===== config.mk =====
export PLATFORM = sky130hd
export DESIGN_NAME = button_event_decoder
export DESIGN_NICKNAME = d
export VERILOG_FILES = /design/src/rtl/button_event_decoder.sv
export SDC_FILE = /design/constraint.sdc
export NUM_CORES = 1
export LEC_CHECK = 0
export ABC_CLOCK_PERIOD_IN_PS = 2200
export CAP_MARGIN = 40
export CORE_AREA = 2 2 73 61
export CTS_CLUSTER_DIAMETER = 80
export DETAILED_ROUTE_END_ITERATION = 7
export DIE_AREA = 0 0 75 63
export DONT_BUFFER_PORTS = 1
export GPL_TIMING_DRIVEN = 0
export PLACE_DENSITY = 0.63
export SYNTH_ARGS = -nofsm -noshare
export SYNTH_HDL_FRONTEND = slang
export SYNTH_SLANG_ARGS = --single-unit
export TNS_END_PERCENT = 5

===== constraint.sdc =====
create_clock -name clk -period 2.2 [get_ports clk]
set_input_delay 0.44 -clock clk [delete_from_list [all_inputs] [get_ports clk]]
set_output_delay 0.44 -clock clk [all_outputs]
set_load 0.02 [all_outputs]

===== src/rtl/button_event_decoder.sv =====
// Turns a debounced button level into one-cycle event pulses: press, release,
// short click, double click, long press and auto-repeat while held.
module button_event_decoder #(
    parameter int LONG_TIME   = 100_000_000,
    parameter int DCLICK_GAP  = 30_000_000,
    parameter int REPEAT_TIME = 20_000_000,
    parameter int CNT_W       = 27
) (
    input  logic clk,
    input  logic reset_n,
    input  logic clean,
    output logic press_pulse,
    output logic release_pulse,
    output logic short_click,
    output logic double_click,
    output logic long_press,
    output logic repeat_pulse,
    output logic held,
    output logic busy
);

    typedef enum logic [2:0] {
        IDLE,
        PRESS1,
        WAIT2,
        PRESS2,
        LONG
    } state_t;

    // Terminal values compare against the pre-edge count, so a timeout fires
    // exactly PARAM edges after the state was entered.
    localparam logic [CNT_W-1:0] LONG_TERM   = CNT_W'(LONG_TIME - 1);
    localparam logic [CNT_W-1:0] GAP_TERM    = CNT_W'(DCLICK_GAP - 1);
    localparam logic [CNT_W-1:0] REPEAT_TERM = CNT_W'(REPEAT_TIME - 1);
    localparam logic [CNT_W-1:0] CNT_ONE     = CNT_W'(1);

    state_t           state;
    logic [CNT_W-1:0] cnt;
    logic             clean_q;
    logic             rise;
    logic             fall;

    assign rise = clean & ~clean_q;
    assign fall = ~clean & clean_q;
    assign held = clean_q;
    assign busy = (state != IDLE);

    // Edges on clean are tested before terminal counts so they always win.
    always_ff @(posedge clk or negedge reset_n) begin
        if (!reset_n) begin
            state         <= IDLE;
            cnt           <= '0;
            clean_q       <= 1'b0;
            press_pulse   <= 1'b0;
            release_pulse <= 1'b0;
            short_click   <= 1'b0;
            double_click  <= 1'b0;
            long_press    <= 1'b0;
            repeat_pulse  <= 1'b0;
        end else begin
            clean_q       <= clean;
            press_pulse   <= 1'b0;
            release_pulse <= 1'b0;
            short_click   <= 1'b0;
            double_click  <= 1'b0;
            long_press    <= 1'b0;
            repeat_pulse  <= 1'b0;

            case (state)
                IDLE: begin
                    cnt <= '0;
                    if (rise) begin
                        state       <= PRESS1;
                        press_pulse <= 1'b1;
                    end
                end

                PRESS1: begin
                    if (fall) begin
                        state         <= WAIT2;
                        cnt           <= '0;
                        release_pulse <= 1'b1;
                    end else if (cnt == LONG_TERM) begin
                        state      <= LONG;
                        cnt        <= '0;
                        long_press <= 1'b1;
                    end else begin
                        cnt <= cnt + CNT_ONE;
                    end
                end

                WAIT2: begin
                    if (rise) begin
                        state       <= PRESS2;
                        cnt         <= '0;
                        press_pulse <= 1'b1;
                    end else if (cnt == GAP_TERM) begin
                        state       <= IDLE;
                        cnt         <= '0;
                        short_click <= 1'b1;
                    end else begin
                        cnt <= cnt + CNT_ONE;
                    end
                end

                PRESS2: begin
                    if (fall) begin
                        state         <= IDLE;
                        cnt           <= '0;
                        release_pulse <= 1'b1;
                        double_click  <= 1'b1;
                    end else if (cnt == LONG_TERM) begin
                        state      <= LONG;
                        cnt        <= '0;
                        long_press <= 1'b1;
                    end else begin
                        cnt <= cnt + CNT_ONE;
                    end
                end

                LONG: begin
                    if (fall) begin
                        state         <= IDLE;
                        cnt           <= '0;
                        release_pulse <= 1'b1;
                    end else if (cnt == REPEAT_TERM) begin
                        cnt          <= '0;
                        repeat_pulse <= 1'b1;
                    end else begin
                        cnt <= cnt + CNT_ONE;
                    end
                end

                default: begin
                    state <= IDLE;
                    cnt   <= '0;
                end
            endcase
        end
    end

endmodule


==> metrics.txt <==
# TYPE chip_impl_metric gauge
chip_impl_metric{name="p_int",unit="uW"} 1080
chip_impl_info{name="clock-root-buffer",value="sky130_fd_sc_hd__clkbuf_8"} 1
chip_impl_metric{name="inserted_clock_buffers",unit=""} 5
chip_impl_metric{name="number_of_vias_after_detailed_routing",unit=""} 1574
chip_impl_metric{name="ys_warn_count",unit=""} 0
chip_impl_metric{name="die_width",unit="um"} 75
chip_impl_metric{name="timing.final.setup_violations",unit=""} 0
chip_impl_metric{name="io-pin-count",unit=""} 11
chip_impl_metric{name="gpl_congestion",unit=""} 0.869
chip_impl_metric{name="netlist-cell-type-count",unit=""} 35
chip_impl_metric{name="num-nets-final",unit=""} 229
chip_impl_metric{name="area_growth",unit="%"} 23.3
chip_impl_metric{name="clock_path_buffers",unit=""} 2
chip_impl_info{name="worst_path_dominant_cell_family",value="simple AND/OR/NAND/NOR gates"} 1
chip_impl_metric{name="final_min_period_over_clock_period",unit="%"} 99.0
chip_impl_info{name="cp_slowest_cell",value="sky130_fd_sc_hd__or4b_4"} 1
chip_impl_info{name="hold_path.class",value="primary input to flip-flop"} 1
chip_impl_metric{name="dp_worst_setup_slack",unit="ps"} -272
chip_impl_metric{name="grt_max_degree",unit=""} 38
chip_impl_metric{name="path_buf_inv",unit=""} 2
chip_impl_metric{name="first_global_vias",unit=""} 1593
chip_impl_metric{name="grt_overflow_total",unit=""} 0
chip_impl_metric{name="critical_path_required_time",unit="ps"} 2380
chip_impl_metric{name="ant_nets",unit=""} 0
chip_impl_metric{name="antenna-diode-count",unit=""} 0
chip_impl_metric{name="final-max-slew-violation-count",unit=""} 0
chip_impl_metric{name="rows",unit=""} 21
chip_impl_metric{name="worst_slew_pin_slew",unit="ps"} 455
chip_impl_metric{name="fmax",unit="MHz"} 459
chip_impl_metric{name="initial_core_util",unit="%"} 47.7
chip_impl_metric{name="first_pass_grt_wire_length",unit="um"} 7480
chip_impl_info{name="most_common_cell_after_layout_fill_and_taps_aside",value="sky130_fd_sc_hd__nor2_1"} 1
chip_impl_metric{name="path_clk_slew",unit="ps"} 70
chip_impl_metric{name="final_layout_size_suffix_gt1_share",unit="%"} 24.3
chip_impl_metric{name="multi_input_comb_area",unit="sq um"} 1050
chip_impl_info{name="final_cell_mix",value="sky130_fd_sc_hd__nor2_1 (35), sky130_fd_sc_hd__dfrtp_1 (33), sky130_fd_sc_hd__xnor2_1 (20)"} 1
chip_impl_metric{name="drc",unit=""} 0
chip_impl_metric{name="worst_ep_arrival_time",unit="ps"} 2360
chip_impl_metric{name="global_route.usage.total",unit="%"} 21.2
chip_impl_metric{name="worst_path_largest_cell_delay",unit="ps"} 560
chip_impl_info{name="cts_tree",value="yes"} 1
chip_impl_metric{name="r2r.worst_path.cells",unit=""} 7
chip_impl_metric{name="worst_slew_margin_rel",unit="%"} 69.4
chip_impl_metric{name="power.switching",unit="uW"} 446
chip_impl_metric{name="number_of_antenna_violations_at_the_first_check_in_global_routing",unit=""} 0
chip_impl_metric{name="drt_pre_antenna_iters",unit=""} 5
chip_impl_metric{name="wl_met1",unit="um"} 2070
chip_impl_metric{name="switching_share",unit="%"} 29.2
chip_impl_info{name="end_kind",value="flip-flop"} 1
chip_impl_metric{name="totalNegativeSetupSlack",unit="ps"} 0
chip_impl_metric{name="via_per_inst",unit=""} 5.56
chip_impl_metric{name="combined_area_of_all_synthesized_cells",unit="sq um"} 1920
chip_impl_info{name="critical_path_source",value="cnt[8]"} 1
chip_impl_metric{name="core",unit="sq um"} 4020
chip_impl_metric{name="drt-wirelength-per-cell",unit="um"} 16.1
chip_impl_metric{name="r2r_slack",unit="ps"} 20
chip_impl_metric{name="met2RoutedLength",unit="um"} 2150
chip_impl_metric{name="ys_ff_latch",unit=""} 37
chip_impl_metric{name="total_power",unit="uW"} 1520
chip_impl_metric{name="synth_cells",unit=""} 200
chip_impl_metric{name="seq_power_share",unit="%"} 50.0
chip_impl_metric{name="seqCellArea",unit="sq um"} 931
chip_impl_metric{name="power.combinational.fraction",unit="%"} 19.6
chip_impl_metric{name="mean_area_per_synthesized_cell",unit="sq um"} 9.58
chip_impl_metric{name="clkPwrFrac",unit="%"} 30.4
chip_impl_metric{name="fillCellCount",unit=""} 337
chip_impl_metric{name="cellPowerDensity",unit="nW/um^2"} 645
chip_impl_metric{name="dieArea",unit="sq um"} 4730
chip_impl_metric{name="final_period_minus_worst_setup_slack",unit="ps"} 2180
chip_impl_metric{name="synth_fp_nets",unit=""} 204
chip_impl_info{name="reg2reg_to",value="cnt[12]"} 1
chip_impl_info{name="top_layer_used",value="met4"} 1
chip_impl_info{name="crit_path_kind",value="flip-flop to flip-flop"} 1
chip_impl_info{name="setup.worst_path.end",value="cnt[12]"} 1
chip_impl_metric{name="die_height",unit="um"} 63
chip_impl_metric{name="ys_seq_area_share",unit="%"} 48.3
chip_impl_info{name="timing.rr.start",value="cnt[8]"} 1
chip_impl_metric{name="numClockSinks",unit=""} 37
chip_impl_metric{name="critical_path_peak_fanout",unit=""} 10
chip_impl_metric{name="clock_tree.htree_level_count",unit=""} 2
chip_impl_metric{name="routed_wire_length",unit="um"} 4560
chip_impl_info{name="crit_chain",value="or4b_4 -> nor4_4 -> a21oi_2 -> a2111oi_4 -> buf_6 -> buf_8 -> nor2_1"} 1
chip_impl_info{name="outcome",value="finished clean"} 1
chip_impl_metric{name="place.detailed.hpwl",unit="um"} 2910
chip_impl_metric{name="p_leak",unit="uW"} 0.000963
chip_impl_metric{name="fin_skew",unit="ps"} 7.92
chip_impl_metric{name="final.setup.worst_slack",unit="ps"} 21.8
chip_impl_metric{name="vdd_ir_drop_max",unit="V"} 0.000384
chip_impl_metric{name="critical_path_depth",unit=""} 7
chip_impl_metric{name="timing.final.hold_violations",unit=""} 0
chip_impl_metric{name="drtIter0Drc",unit=""} 98
chip_impl_metric{name="wl_met3",unit="um"} 253
chip_impl_metric{name="max_cap_viol_count",unit=""} 0
chip_impl_info{name="critical_path.startpoint_type",value="flip-flop"} 1
chip_impl_metric{name="port_buffer_count",unit=""} 0
chip_impl_metric{name="clock_latency_of_the_later_clocked_register_in_the_worst_skew_pair",unit="ps"} 300
chip_impl_info{name="rsz0062_at_grt",value="true"} 1
[cells by family (layout without fill, tap and decap cells)]
kind of cell               after synthesis  count (layout)  share of synthesized area [%]
DFF                                     37              37                           48.3
adders and majority gates                1               1                          0.653
xor gates and xnor gates                24              24                           11.0
and+or+nand+nor                        116             116                           32.3
buffers and inverters                    7              33                           2.16
AOI/OAI and AO/OA                       15              15                           5.55
[flip-flops by register name, indices dropped and copies added (netlist names)]
register       count
cnt               27
double_click       1
held               1
long_press         1
press_pulse        1
release_pulse      1
repeat_pulse       1
short_click        1
state              3
[what timing repair did]
action,in CTS,in global routing
gates cloned,0,1
setup endpoints to repair,26,26
endpoints found under the hold margin,37,0
setup buffers,10,7
pin swaps,10,5
hold buffers,2,0
resized for setup,12,16
[metal layers]
layer	GRT usage, %	up-vias
met5	0	-
met2	29.8	49
met1	29.7	769
met4	9.15	0
li1	-	748
met3	6.45	8
[cell usage after synthesis (all sizes together)]
master | instances | area [sq um]
nor2 | 38 | 143
dfrtp | 37 | 926
xnor2 | 20 | 175
nand2 | 16 | 60.1
nand3 | 14 | 70.1
nor3 | 10 | 50.1
a21oi | 8 | 43.8
nor4 | 7 | 65.1
nand4 | 6 | 37.5
and2 | 4 | 25.0
and3 | 4 | 25.0
o21ai | 4 | 20.0
or4b | 4 | 43.8
xor2 | 4 | 35.0
inv | 3 | 11.3
nand2b | 3 | 18.8
and4 | 2 | 18.8
buf | 2 | 22.5
clkbuf | 2 | 7.51
nor2b | 2 | 12.5
a2111oi | 1 | 27.5
a211oi | 1 | 7.51
a21o | 1 | 7.51
ha | 1 | 12.5
nand4b | 1 | 8.76
nor3b | 1 | 7.51
or3 | 1 | 6.26
or3b | 1 | 8.76
or4 | 1 | 7.51
or4bb | 1 | 11.3
[worst min path at each step]
| stage | start | to | slack [ps] | cells after the start |
|---|---|---|---|---|
| after CTS | clean | held | 160 | 0 |
| final | clean | held | 160 | 0 |
| after detailed placement | reset_n | cnt[7] | 150 | 0 |
| after floorplan | reset_n | cnt[0] | 140 | 0 |
| after global routing | clean | held | 150 | 0 |
| after global placement | reset_n | cnt[3] | 150 | 0 |
[cell type report]
type / count / area share, %
Tap cell: 57 / 3.02
Inverter: 3 / 0.477
Clock buffer: 6 / 3.07
Multi-Input combinational cell: 156 / 44.4
Sequential cell: 37 / 39.4
Buffer: 2 / 1.27
Timing Repair Buffer: 20 / 7.89
Clock inverter: 2 / 0.424
[power by group through the flow]
stage	combinational, uW	sequential, uW	clock [uW]
6_report	299	762	464
4_1_cts	254	759	465
3_5_place_dp	190	770	0
3_3_place_gp	185	768	0
5_1_grt	321	766	503
2_1_floorplan	152	761	0
[through the flow]
stage          util, %  area [sq um]  std cells  hold WS, ps
4_1_cts           55.5          2230        277          165
3_5_place_dp      49.4          1990        257          146
2_1_floorplan        -          1920        200          144
5_1_grt           58.8          2360        283          155
3_3_place_gp      49.4          1990        257          145
6_report          58.8          2360        283          163
Note: power is estimated with default switching activity, not from simulation.
